<file path="config.mk">
export PLATFORM = sky130hd
export DESIGN_NAME = bcd_scan_driver
export DESIGN_NICKNAME = d
export VERILOG_FILES = /design/src/rtl/bcd_scan_pkg.sv /design/src/rtl/bin2bcd_seq.sv /design/src/rtl/bcd_scan_driver.sv
export SDC_FILE = /design/constraint.sdc
export NUM_CORES = 1
export LEC_CHECK = 0
export ABC_AREA = 1
export ABC_CLOCK_PERIOD_IN_PS = 2550
export BUFFER_PORTS_ARGS = -buffer_cell sky130_fd_sc_hd__buf_4
export CAP_MARGIN = 20
export CORE_MARGIN = 10
export CORE_UTILIZATION = 65
export CTS_CLUSTER_DIAMETER = 80
export DETAILED_ROUTE_END_ITERATION = 8
export PLACE_DENSITY = 0.85
export SYNTH_ARGS = -nofsm -noshare
export SYNTH_HDL_FRONTEND = slang
export SYNTH_SLANG_ARGS = --single-unit
</file>
<file path="constraint.sdc">
create_clock -name clk -period 2.55 [get_ports clk]
set_input_delay 0.255 -clock clk [delete_from_list [all_inputs] [get_ports clk]]
set_output_delay 0.255 -clock clk [all_outputs]
set_load 0.01 [all_outputs]
</file>
<file path="src/rtl/bcd_scan_pkg.sv">
// Shared definitions for the BCD scan driver: digit count, saturation limit,
// converter state type and the double-dabble nibble correction.
package bcd_scan_pkg;

   localparam int NDIG    = 4;
   localparam int MAX_VAL = 9999;

   typedef enum logic [1:0] {
      IDLE  = 2'd0,
      CONV  = 2'd1,
      LATCH = 2'd2
   } conv_state_e;

   // A BCD nibble of 5 or more would overflow past 9 when doubled, so it is
   // pre-corrected by +3 before the shift.
   function automatic logic [3:0] nibbleAdjust(input logic [3:0] nib);
      return (nib >= 4'd5) ? nib + 4'd3 : nib;
   endfunction

endpackage

</file>
<file path="src/rtl/bin2bcd_seq.sv">
// Sequential double-dabble binary-to-BCD converter. A start in IDLE captures a
// saturated operand, CONV runs one shift per cycle for DW cycles, and LATCH
// marks the single cycle in which the finished BCD value is valid on bcd.
module bin2bcd_seq
   import bcd_scan_pkg::*;
#(
   parameter int DW = 14
) (
   input  logic          clk,
   input  logic          rst_n,
   input  logic          start,
   input  logic [DW-1:0] bin,
   output logic [15:0]   bcd,
   output logic          busy,
   output logic          ovf,
   output logic          done
);

   localparam int            CW   = $clog2(DW) + 1;
   localparam logic [DW-1:0] MAXV = DW'(MAX_VAL);
   localparam logic [CW-1:0] LAST = CW'(DW - 1);

   conv_state_e   state_q, state_d;
   logic [DW-1:0] bin_q, bin_d;
   logic [15:0]   bcd_q, bcd_d;
   logic [CW-1:0] shiftCnt_q, shiftCnt_d;
   logic          ovf_q, ovf_d;
   logic [15:0]   bcdAdj;

   // Next-state logic: accept a start only when idle, then one add-3/shift per CONV cycle.
   always_comb begin
      state_d    = state_q;
      bin_d      = bin_q;
      bcd_d      = bcd_q;
      shiftCnt_d = shiftCnt_q;
      ovf_d      = ovf_q;
      bcdAdj     = '0;
      for (int k = 0; k < NDIG; k++) begin
         bcdAdj[4*k +: 4] = nibbleAdjust(bcd_q[4*k +: 4]);
      end
      case (state_q)
         IDLE: begin
            if (start) begin
               state_d    = CONV;
               bcd_d      = '0;
               shiftCnt_d = '0;
               ovf_d      = (bin > MAXV);
               bin_d      = (bin > MAXV) ? MAXV : bin;
            end
         end
         CONV: begin
            {bcd_d, bin_d} = {bcdAdj, bin_q} << 1;
            shiftCnt_d     = shiftCnt_q + 1'b1;
            if (shiftCnt_q == LAST) begin
               state_d = LATCH;
            end
         end
         LATCH: begin
            state_d = IDLE;
         end
         default: begin
            state_d = IDLE;
         end
      endcase
   end

   // Converter registers; reset abandons any conversion in flight.
   always_ff @(posedge clk or negedge rst_n) begin
      if (!rst_n) begin
         state_q    <= IDLE;
         bin_q      <= '0;
         bcd_q      <= '0;
         shiftCnt_q <= '0;
         ovf_q      <= 1'b0;
      end else begin
         state_q    <= state_d;
         bin_q      <= bin_d;
         bcd_q      <= bcd_d;
         shiftCnt_q <= shiftCnt_d;
         ovf_q      <= ovf_d;
      end
   end

   assign bcd  = bcd_q;
   assign busy = (state_q != IDLE);
   assign done = (state_q == LATCH);
   assign ovf  = ovf_q;

endmodule

</file>
<file path="src/rtl/bcd_scan_driver.sv">
// Binary-to-4-digit BCD display driver: converts a loaded value, holds the
// result and time-multiplexes one digit per SCAN_DIV-cycle slot.
// Optional macro LEADING_ZERO_BLANK_EN blanks leading zero positions (units
// digit always shown).
module bcd_scan_driver
   import bcd_scan_pkg::*;
#(
   parameter int DW       = 14,
   parameter int SCAN_DIV = 50000
) (
   input  logic          clk,
   input  logic          rst_n,
   input  logic [DW-1:0] bin_in,
   input  logic          load,
   output logic          busy,
   output logic          ovf,
   output logic [3:0]    digit,
   output logic [3:0]    sel
);

   localparam int            PW       = $clog2(SCAN_DIV);
   localparam logic [PW-1:0] PRE_LAST = PW'(SCAN_DIV - 1);
   localparam int            IW       = $clog2(NDIG);

   logic [PW-1:0] prescale_q, prescale_d;
   logic [IW-1:0] idx_q, idx_d;
   logic [15:0]   disp_q, disp_d;
   logic [15:0]   convBcd;
   logic          convDone;

   bin2bcd_seq #(
      .DW(DW)
   ) u_conv (
      .clk  (clk),
      .rst_n(rst_n),
      .start(load),
      .bin  (bin_in),
      .bcd  (convBcd),
      .busy (busy),
      .ovf  (ovf),
      .done (convDone)
   );

   // Free-running prescaler steps the scan index on wrap; the display only takes finished results.
   always_comb begin
      prescale_d = prescale_q + 1'b1;
      idx_d      = idx_q;
      disp_d     = disp_q;
      if (prescale_q == PRE_LAST) begin
         prescale_d = '0;
         idx_d      = idx_q + 1'b1;
      end
      if (convDone) begin
         disp_d = convBcd;
      end
   end

   // Scan and display registers.
   always_ff @(posedge clk or negedge rst_n) begin
      if (!rst_n) begin
         prescale_q <= '0;
         idx_q      <= '0;
         disp_q     <= '0;
      end else begin
         prescale_q <= prescale_d;
         idx_q      <= idx_d;
         disp_q     <= disp_d;
      end
   end

`ifdef LEADING_ZERO_BLANK_EN
   logic [NDIG-1:0] zeroNib;
   logic            blank;

   // Select the current digit; a slot is dark when it and every more significant digit are zero.
   always_comb begin
      zeroNib = '0;
      for (int k = 0; k < NDIG; k++) begin
         zeroNib[k] = (disp_q[4*k +: 4] == 4'd0);
      end
      blank = (idx_q != '0) && ((zeroNib >> idx_q) == (4'b1111 >> idx_q));
      digit = disp_q[{idx_q, 2'b00} +: 4];
      sel   = blank ? 4'b1111 : ~(4'b0001 << idx_q);
   end
`else
   // Select the current digit and drive its active-low enable.
   always_comb begin
      digit = disp_q[{idx_q, 2'b00} +: 4];
      sel   = ~(4'b0001 << idx_q);
   end
`endif

endmodule

</file>
==> Word-level counts from Yosys, hierarchy flattened <==
Index checks and enable logic that the tools add are counted.
{ "word_totals": {"reg_bits": 72, "in_bits": 17, "out_inout_bits": 10, "word_cells": 50} }
{ "op_classes": {"add_sub_neg": 7, "order_cmp": 5, "n_eq_ne": 6, "n_shift": 2, "n_mux": 15, "bitwise_logic": 1, "reduce_logical": 6} }
{ "op_table": {"columns": ["cell", "n"], "rows": [
  ["2-to-1 mux 16 bit", 2],
  ["one-hot mux 16 bit (2 select lines)", 1],
  ["2-to-1 mux 14 bit", 2],
  ["one-hot mux 14 bit (2 select lines)", 1],
  ["adder 16 x 1 -> 16 bit (second input constant)", 1],
  ["== test 16 bit (second input constant)", 1],
  ["greater-or-equal comparator 4 x 3 -> 1 bit (second input constant)", 4],
  ["variable part select 16 x 5 -> 4 bit", 1],
  ["greater-than comparator 14 bit (second input constant)", 1],
  ["adder 4 x 2 -> 4 bit (second input constant)", 3],
  ["2-to-1 mux 4 bit", 3],
  ["one-hot mux 5 bit (2 select lines)", 1],
  ["AND reduction 2 bit", 3],
  ["adder 5 x 1 -> 5 bit (second input constant)", 1],
  ["== test 5 x 4 -> 1 bit (second input constant)", 1],
  ["2-to-1 mux 5 bit", 1],
  ["2-to-1 mux 2 bit", 2],
  ["inverter 4 bit", 1],
  ["one-hot mux 2 bit (2 select lines)", 1],
  ["nonzero test 2 bit", 2],
  ["left shift 1 x 2 -> 4 bit (first input constant)", 1],
  ["adder 3 x 2 -> 3 bit (second input constant)", 1],
  ["2-to-1 mux 3 bit", 1],
  ["adder 2 x 1 -> 2 bit (second input constant)", 1],
  ["other kinds (5)", 5]
]} }

==> Longest topological paths before layout <==
Gate-level depths: netlist (run 1).
{ "depth": {"depth_word": 4, "mapped_depth": 9, "ltp_nobuf": 9} }

==> Modules after synthesis <==
A second synthesis (run 1) with hierarchy kept.
{ "hier_totals": {"hier_cells": 464, "area_unflattened_um2": 3814.9} }
{ "modules_own_cells": {"columns": ["module", "n_inst", "cells_each", "area_per_inst_um2", "seq_area_each_um2"], "rows": [
  ["bin2bcd_seq", 1, 256, 2039.5, 950.9],
  ["bcd_scan_driver", 1, 208, 1775.5, 850.8]
]} }

==> Least setup slack after synthesis (run 1) <==
No wires, ideal clock.
{ "synth_path": {"path_kind": "register to register", "startpoint": "register prescale_q[0]", "endpoint": "register prescale_q[4]", "setup_ns": 0.121, "arrival_time_ns": 1.208, "required_time_ns": 2.429, "slack_ns": 1.221, "stages_incl_launch_ff": 9, "n_path_buf": 1, "synth_period_minus_slack_ns": 1.329, "cell_sequence": "dfrtp_1 > ha_1 > nand2_2 > inv_1 > nand2_1 > nor2_1 > and2_1 > buf_6 > nor2_1"} }
{ "synth_via": {"elab_chain_cells": 2, "word_cells_on_any_way": 3, "classes_between": "1 x add/sub; 1 x eq/ne; 1 x mux"} }
{ "synth_rtl": {"columns": ["item", "line", "text"], "rows": [
  ["start, declared", "bcd_scan_driver.sv:25", "logic [PW-1:0] prescale_q, prescale_d;"],
  ["start signal, assigned", "bcd_scan_driver.sv:65", "prescale_q <= prescale_d;"],
  ["adder 16 x 1 -> 16 bit / == test 16 bit (equally long branches)", "bcd_scan_driver.sv:46, bcd_scan_driver.sv:49", null],
  ["2-to-1 mux 16 bit (*)", "bcd_scan_driver.sv:49", "if (prescale_q == PRE_LAST) begin"],
  ["net prescale_d[4]", "bcd_scan_driver.sv:25", null]
]} }
The timed path passes the listed nets; every way through them passes the cells marked *.
A chain may end at the register's enable or synchronous reset.

==> Worst setup path in the final report (run 1) <==
{ "layout_path": {"startpoint": "register idx_q[0]", "endpoint": "output digit[0]"} }
{ "layout_via": {"elab_chain_cells": 1} }
{ "layout_rtl": {"columns": ["item", "line", "text"], "rows": [
  ["start, declared", "bcd_scan_driver.sv:26", "logic [IW-1:0] idx_q, idx_d;"],
  ["start signal, assigned", "bcd_scan_driver.sv:66", "idx_q <= idx_d;"],
  ["variable part select 16 x 5 -> 4 bit", "bcd_scan_driver.sv:88", "digit = disp_q[{idx_q, 2'b00} +: 4];"],
  ["end, declared", "bcd_scan_driver.sv:17", "output logic [3:0] digit,"]
]} }
Every way passes these cells.

==> results of run 1 <==
per-stage QoR:
stage	setup WS (ns)	std cells	cell area [µm²]
floorplan	1.22	473	3750
global route	0.340	574	4170
CTS	0.566	574	4170
global placement	0.979	559	3970
detailed placement	0.940	559	3970
finish	0.588	574	4170
registers in the layout (all words and copies together) (netlist names):
register and cells:
u_conv.shiftCnt_q 5, u_conv.bin_q 14, prescale_q 16, u_conv.state_q 2, u_conv.ovf 1, disp_q 16
u_conv.bcd 16, idx_q 2
cells by family (layout without fill, tap and decap cells):
family | Yosys count | in the layout | share of synthesized area (%)
buffers and inverters | 75 | 104 | 8.37
xor gates and xnor gates | 12 | 12 | 2.80
AOI/OAI and AO/OA | 75 | 75 | 11.0
adders and majority gates | 15 | 15 | 5.00
and+or+nand+nor | 224 | 224 | 24.8
DFF | 72 | 72 | 48.0
cell usage in the layout (no fill, tap or decap), drive strengths merged, types with 2 or more instances in the layout:
master / n
a21oi: 5
bufinv: 2
nand4: 6
o21ai: 50
a22oi: 10
dfrtp: 72
clkinv: 4
inv: 60
ha: 15
o22ai: 10
clkbuf: 11
nand3b: 4
nor2: 49
xor2: 11
nor3: 2
nand2: 137
nand3: 24
buf: 27
worst paths after layout:
kind                                                      to  depth (start not counted)
worst max register to register      prescale_q[15]$_DFF_PN0_                          7
worst min register to register         disp_q[9]$_DFFE_PN0N_                          2
worst min-delay path                prescale_q[11]$_DFF_PN0_                          1
worst max-delay path                                digit[0]                          4
min in group clk                u_conv.bin_q[12]$_DFFE_PN0P_                          3
max in group asynchronous        u_conv.bin_q[7]$_DFFE_PN0P_                          1
routing by layer:
| metal | global-route usage, % | up-vias |
|---|---|---|
| met2 | 28.6 | 67 |
| met1 | 23.6 | 1430 |
| met5 | 0 | - |
| li1 | - | 1557 |
| met4 | 8.60 | 0 |
| met3 | 3.58 | 12 |
cell type report:
class                   instances  area (µm²)  share of cell area, %
clock buffers                  11         131                   3.15
clock inverters                 4        70.1                   1.68
inverters                      62         235                   5.64
multi-input cells             326        1640                   39.3
flip-flops and latches         72        1800                   43.2
well taps                      72        90.1                   2.16
repair buffers                 27         203                   4.86
power groups by stage:
| stage | Combinational [mW] | Clock (mW) | Sequential [mW] |
|---|---|---|---|
| 6_report | 1.43 | 0.939 | 1.78 |
| 5_1_grt | 1.68 | 1.00 | 1.83 |
| 4_1_cts | 1.44 | 0.955 | 1.78 |
| 3_5_place_dp | 1.43 | 0 | 1.79 |
| 3_3_place_gp | 1.34 | 0 | 1.78 |
| 2_1_floorplan | 1.12 | 0 | 1.72 |
critical path, cell delays in order, from the launching register on:
cell	delay (ns)
dfrtp_1	0.54
clkinv_1	0.34
o21ai_0	0.24
o22ai_1	0.10
buf_4	0.15
==> summary.txt, run 1 <==
CP required - 2.30 ns
CP max FO - 12
postcts setup bufs - 0
Total GRT Usage - 18.2%
Achievable Freq - 510 MHz
PD cells - 994 nW/µm²
Crit. End Element - primary output
row cnt - 27
Routed Wire Length - 7420 µm
Synth top cells by count - nand2_1 (134), dfrtp_1 (72), inv_1 (57)
status - complete, no violations
share of cells above drive strength 1 - 9.96%
Mapped Cells - 473
Hold WC Path Type - primary input to async pin
clk root buf - clkbuf_8
count leader, synth - nand2_1
PortBufs - 26
Ports - 27
Avg Inst Size Synth - 7.93 µm²
Gate power share - 34.4%
post-route ant nets - 0
Die Wd - 96.0 µm
Pleak - 2.16 nW
met2 wire len - 3450 µm
Area contributors post-synth - dfrtp_1 (48%), nand2_1 (13%), o21ai_0 (6.7%)
Die Area - 9210 µm²
Max H-tree Level - 3
RSZ-0062 raised after global routing - false
drt first-iter violations - 182
P_sw - 1.54 mW
setup TNS - 0 ns
final total power - 4.15 mW
Seq/Total Area, Yosys - 48.0%
via-per-instance ratio - 5.34
Max Cap Viol - 0
Synth top area share - 48.0%
gr ovfl total - 0
Cell variety after synth - 29
fin crit period - 1.96 ns
Worst-path clk slew - 0.07 ns
initial core utilization - 67.7%
Final Hold Viols - 0
Final nets - 530
Post-synth EDFFs - 0
Slew Limit Headroom - 42.0%
R2R Setup Slk - 1.00 ns
drt wl/cell - 12.9 µm
sequential share of power - 43.0%
Die H - 96.0 µm
largest net degree at the start of global routing - 73
fin. max-slew vios - 0
# hold bufs at CTS - 0
antenna cells - 0
reg2reg start - prescale_q[0]$_DFF_PN0_
post-synthesis cell area - 3750 µm²
Top Layer Used - met4
Least-Margin Pin Slew - 0.870 ns
CTS tree - done
Primary FF master, synth - dfrtp_1
Setup crit start - idx_q[0]$_DFFE_PN0N_
deepest clock path buffer count - 2
Sw Ratio - 37.2%
CTS Buf Count - 9
total iterations of the first detailed-routing run - 4
Final Skew - 0.00886 ns
first-pass GRT wire length - 13500 µm
Synth area leader - dfrtp_1
Synthesis Warnings - 0
fraction of registers with async set/reset - 100%
Setup crit start kind - register
Peak supply drop - 650 µV
final core utilization - 75.3%
DRT met1 WL - 3550 µm
CTS-repair resized insts - 0
GPL Wtd Cong - 0.863
routed vias - 3066
Area growth syn-to-layout - 11.1%
arrival time worst endpoint - 1.71 ns
hold_ws - 0.0364 ns
Setup CP Type - register to primary output
Clock Sinks - 72
# fillers - 432
fin crit share - 76.9%
number of global-route vias before repair - 3065
Power Internal - 2.60 mW
post-synthesis register bit count - 72
DP Wirelength - 5260 µm
clock power share - 22.6%
Post-Syn Nets - 505
# DRC - 0
clk_lat worst skew - 0.33 ns
total core area - 5540 µm²
wire length on met3 - 326 µm
initial antenna violation count - 0
Final Setup Violations - 0
(Power assumes the default switching activity.)
==> inputs of run 2 (changes only) <==
--- a/config.mk
+++ b/config.mk
@@ -6,14 +6,14 @@
 export NUM_CORES = 1
 export LEC_CHECK = 0
 export ABC_AREA = 1
-export ABC_CLOCK_PERIOD_IN_PS = 2550
+export ABC_CLOCK_PERIOD_IN_PS = 1700
 export BUFFER_PORTS_ARGS = -buffer_cell sky130_fd_sc_hd__buf_4
 export CAP_MARGIN = 20
 export CORE_MARGIN = 10
-export CORE_UTILIZATION = 65
+export CORE_UTILIZATION = 54
 export CTS_CLUSTER_DIAMETER = 80
 export DETAILED_ROUTE_END_ITERATION = 8
-export PLACE_DENSITY = 0.85
+export PLACE_DENSITY = 0.75
 export SYNTH_ARGS = -nofsm -noshare
 export SYNTH_HDL_FRONTEND = slang
 export SYNTH_SLANG_ARGS = --single-unit
==> constraint.sdc (replaced) <==
create_clock -name clk -period 1.7 [get_ports clk]
set_input_delay 0.17 -clock clk [delete_from_list [all_inputs] [get_ports clk]]
set_output_delay 0.17 -clock clk [all_outputs]
set_load 0.01 [all_outputs]
==> run 2 against run 1 <==
  * Core utilization decreased by 12 points
  * Sequential power increased by 50%
  * Register-to-register slack got worse by 0.78 ns
  * Clock power increased by 84%
  * Die area increased by 16%
==> summary.txt, run 2 (synthesis gave the netlist of run 1 again) <==
CTS Buf Count - 9
DP Wirelength - 5300 µm
Achievable Freq - 628 MHz
setup TNS - 0 ns
Final Setup Violations - 0
Hold WC Path Type - primary input to register
via-per-instance ratio - 5.14
Setup CP Type - register to primary output
initial antenna violation count - 0
share of cells above drive strength 1 - 11.6%
RSZ-0062 raised after global routing - false
clk root buf - clkbuf_8
fin crit share - 93.6%
Ports - 27
status - complete, no violations
deepest clock path buffer count - 2
Least-Margin Pin Slew - 0.445 ns
Total GRT Usage - 15.2%
antenna cells - 0
most common cell after layout, fill and taps aside - nand2_1
Final nets - 535
postcts setup bufs - 0
hold_ws - 0.0921 ns
Die Wd - 103 µm
Slew Limit Headroom - 70.3%
first-pass GRT wire length - 12900 µm
most frequent cells in the layout - nand2_1 (134), dfrtp_1 (72), inv_1 (56), o21ai_0 (50), nor2_1 (47)
Max Cap Viol - 0
routed vias - 3020
Setup crit start kind - register
CP max FO - 11
fin crit period - 1.59 ns
Routed Wire Length - 7310 µm
clk_lat worst skew - 0.34 ns
fin. max-slew vios - 0
PortBufs - 26
row cnt - 30
Area growth syn-to-layout - 14.4%
Die H - 103 µm
# fillers - 571
drt first-iter violations - 127
Peak supply drop - 1380 µV
Final Skew - 0.00611 ns
gr ovfl total - 0
CTS tree - done
Final Hold Viols - 0
register area - 1800 µm²
Die Area - 10700 µm²
total iterations of the first detailed-routing run - 4
CP required - 1.53 ns
GPL Wtd Cong - 0.841
drt wl/cell - 12.4 µm
Clock Sinks - 72
Max H-tree Level - 3
arrival time worst endpoint - 1.42 ns
total core area - 6760 µm²
number of global-route vias before repair - 2938
combined area of the multi-input logic cells - 1640 µm²
initial core utilization - 55.5%
Crit. End Element - primary output
# DRC - 0
largest net degree at the start of global routing - 34
post-route ant nets - 0
PD cells - 1520 nW/µm²
Pleak - 2.21 nW
Worst-path clk slew - 0.07 ns
run 2: path summary, 6_finish.rpt:
kind | end | depth (start not counted) | start | slack, ns
worst max-delay path | digit[1] | 4 | idx_q[0]$_DFFE_PN0N_ | 0.11
worst min-delay path | u_conv.bin_q[11]$_DFFE_PN0P_ | 3 | bin_in[11] | 0.09
worst max register to register | prescale_q[14]$_DFF_PN0_ | 7 | prescale_q[0]$_DFF_PN0_ | 0.22
worst min register to register | disp_q[11]$_DFFE_PN0N_ | 2 | disp_q[11]$_DFFE_PN0N_ | 0.48
max in group asynchronous | prescale_q[4]$_DFF_PN0_ | 3 | rst_n | 0.88
min in group asynchronous | prescale_q[1]$_DFF_PN0_ | 2 | rst_n | 0.31
run 2: metrics by stage:
step                      power (mW)  util, %  worst slack [ns]  std cells  cell area [µm²]
after floorplan                 4.27        -             0.371        473             3750
after global placement          4.71     59.5             0.230        571             4020
after detailed placement        4.82     59.5             0.153        571             4020
after CTS                       6.59     63.5            0.0222        587             4290
after global routing            7.09     63.5            0.0153        587             4290
final                           6.52     63.5             0.108        587             4290
run 2: cell type report:
cell class                      count  area share, %
Multi-Input combinational cell    326           38.2
Sequential cell                    72           42.0
Clock inverter                      6           3.09
Inverter                           62           5.57
Timing Repair Buffer               32           5.95
Tap cell                           80           2.33
Clock buffer                        9           2.89
run 2: critical path: stages (launching register included):
cell and delay, ns:
dfrtp_1 0.40, clkinvlp_4 0.21, o21ai_0 0.21, o22ai_1 0.11, buf_4 0.16
run 2: report_power, final:
part           switching, mW  internal, mW  total (mW)
Sequential             0.397          2.27        2.67
Combinational           1.30         0.825        2.12
Clock                  0.621          1.11        1.73
run 2: what timing repair did:
item | in CTS | in global routing
resized for setup | 0 | 3
hold buffers | 1 | 0
endpoints found under the hold margin | 31 | 0
setup endpoints to repair | 0 | 11
run 2: layer usage:
| layer | GRT usage (%) | vias to the layer above | part of all wire [%] |
|---|---|---|---|
| met2 | 24.1 | 61 | 45 |
| met1 | 18.7 | 1387 | 48 |
| met3 | 5.71 | 7 | 5.5 |
| met4 | 4.81 | 0 | 1.1 |
| li1 | - | 1565 | - |
| met5 | 0 | - | 0 |
==> inputs of run 3 (changes only) <==
--- a/config.mk
+++ b/config.mk
@@ -6,7 +6,6 @@
 export NUM_CORES = 1
 export LEC_CHECK = 0
 export ABC_AREA = 1
-export ABC_CLOCK_PERIOD_IN_PS = 1700
 export BUFFER_PORTS_ARGS = -buffer_cell sky130_fd_sc_hd__buf_4
 export CAP_MARGIN = 20
 export CORE_MARGIN = 10
@@ -14,6 +13,7 @@
 export CTS_CLUSTER_DIAMETER = 80
 export DETAILED_ROUTE_END_ITERATION = 8
 export PLACE_DENSITY = 0.75
+export RECOVER_POWER = 50
 export SYNTH_ARGS = -nofsm -noshare
 export SYNTH_HDL_FRONTEND = slang
 export SYNTH_SLANG_ARGS = --single-unit
==> run 3 against run 2 <==
  * Hold slack got worse by 0.0023 ns
  * Sequential cell count did not move
  * Power fell by 0.12%
  * Clock power barely moved
  * Non-clock buffer count did not move
  * Design area fell by 0.67%
  * First-iteration DRC count rose by 9.4%
  * Clock skew rose by 0.00051 ns
  * Via count rose by 0.70%
  * Sequential share of layout area rose by 0.28 points
==> summary.txt, run 3 (synthesis gave the netlist of run 1 again) <==
Final nets - 535
Max H-tree Level - 3
Power Internal - 4.19 mW
final total power - 6.51 mW
Slew Limit Headroom - 44.9%
Global Route met2 Usage - 24.1%
Ports - 27
row cnt - 30
placed cells - 571
most common cell after layout, fill and taps aside - nand2_1
fin crit period - 1.60 ns
setup TNS - 0 ns
Hold WC Path Type - primary input to register
fin. max-slew vios - 0
total core area - 6760 µm²
Routed Wire Length - 7340 µm
Area growth syn-to-layout - 13.6%
clk root buf - clkbuf_8
antenna cells - 0
post-route ant nets - 0
Final Skew - 0.00662 ns
Die H - 103 µm
fin crit share - 94.0%
initial antenna violation count - 0
Final Hold Viols - 0
R2R Setup Slk - 0.18 ns
Sw Ratio - 35.7%
CTS Buf Count - 9
arrival time worst endpoint - 1.43 ns
P_sw - 2.32 mW
largest net degree at the start of global routing - 34
DP Wirelength - 5300 µm
PortBufs - 26
Setup crit start kind - register
Worst-path clk slew - 0.07 ns
Post-Layout Cell Count - 587
Achievable Freq - 626 MHz
deepest clock path buffer count - 2
most frequent cells in the layout - nand2_1 (136), dfrtp_1 (72), inv_1 (56), o21ai_0 (50), nor2_1 (47)
Gate power share - 32.4%
met1 GRT Util - 18.7%
GPL Wtd Cong - 0.841
Final Setup Violations - 0
Clock Sinks - 72
CTS tree - done
Least-Margin Pin Slew - 0.827 ns
postcts setup bufs - 0
drt wl/cell - 12.5 µm
Total GRT Usage - 15.2%
clock power share - 26.7%
share of cells above drive strength 1 - 11.0%
gr ovfl total - 0
total iterations of the first detailed-routing run - 4
Max Cap Viol - 0
Crit. End Element - primary output
via-per-instance ratio - 5.18
CP max FO - 11
number of global-route vias before repair - 2938
status - complete, no violations
RSZ-0062 raised after global routing - false
M3 GR Usage - 5.71%
Pleak - 2.19 nW
# DRC - 0
Setup CP Type - register to primary output
sequential share of power - 40.9%
Die Wd - 103 µm
routed vias - 3041
CP required - 1.53 ns
first-pass GRT wire length - 12900 µm
Die Area - 10700 µm²
PD cells - 1530 nW/µm²
drt first-iter violations - 139
gr busiest metal - met2
Peak supply drop - 1450 µV
initial core utilization - 55.5%
clk_lat worst skew - 0.35 ns
run 3: final timing paths:
path                                               start                           end  depth (start not counted)
setup / recovery                    idx_q[0]$_DFFE_PN0N_                      digit[3]                          4
hold / removal                                bin_in[11]  u_conv.bin_q[11]$_DFFE_PN0P_                          3
setup reg to reg           u_conv.state_q[1]$_DFFE_PN0P_   u_conv.bin_q[5]$_DFFE_PN0P_                          6
hold reg to reg                   disp_q[11]$_DFFE_PN0N_        disp_q[11]$_DFFE_PN0N_                          2
max in group asynchronous                          rst_n     u_conv.bcd[3]$_DFFE_PN0P_                          3
min in group asynchronous                          rst_n       prescale_q[1]$_DFF_PN0_                          2
run 3: timing repair:
action                                  in CTS  in global routing
hold buffers                                 1                  0
endpoints found under the hold margin       31                  0
gates resized for setup                      0                  3
endpoints found under the setup margin       0                 11
run 3: metal layers:
layer  wire length, µm  vias up
met5                 0        -
met4                87        0
met3               394        8
met2              3280       54
met1              3580     1409
li1                  -     1570
run 3: through the flow:
stage / setup slack, ns / hold WS [ns] / cell area [µm²] / util [%]
2_1_floorplan: 0.371 / -0.126 / 3750 / -
3_3_place_gp: 0.230 / 0.144 / 4020 / 59.5
3_5_place_dp: 0.153 / 0.149 / 4020 / 59.5
4_1_cts: 0.0222 / 0.0677 / 4290 / 63.5
5_1_grt: 0.0153 / 0.0809 / 4260 / 63.1
6_report: 0.102 / 0.0898 / 4260 / 63.1
run 3: cell type report:
class	count	area, µm²
flip-flops and latches	72	1800
repair buffers	32	231
inverters	62	239
fillers	579	2490
multi-input cells	326	1640
clock buffers	9	124
well taps	80	100
clock inverters	6	133
run 3: critical path, stage by stage (launching register included):
cell and delay (ns):
dfrtp_1 0.40, buf_4 0.20, o21ai_0 0.11, o22ai_1 0.22
buf_4 0.16
run 3: power by group through the flow:
stage               combinational (mW)  sequential (mW)  clock (mW)
floorplan                         1.69             2.58           0
global placement                  2.04             2.67           0
detailed placement                2.14             2.69           0
CTS                               2.15             2.66        1.78
global route                      2.47             2.74        1.86
finish                            2.11             2.66        1.74
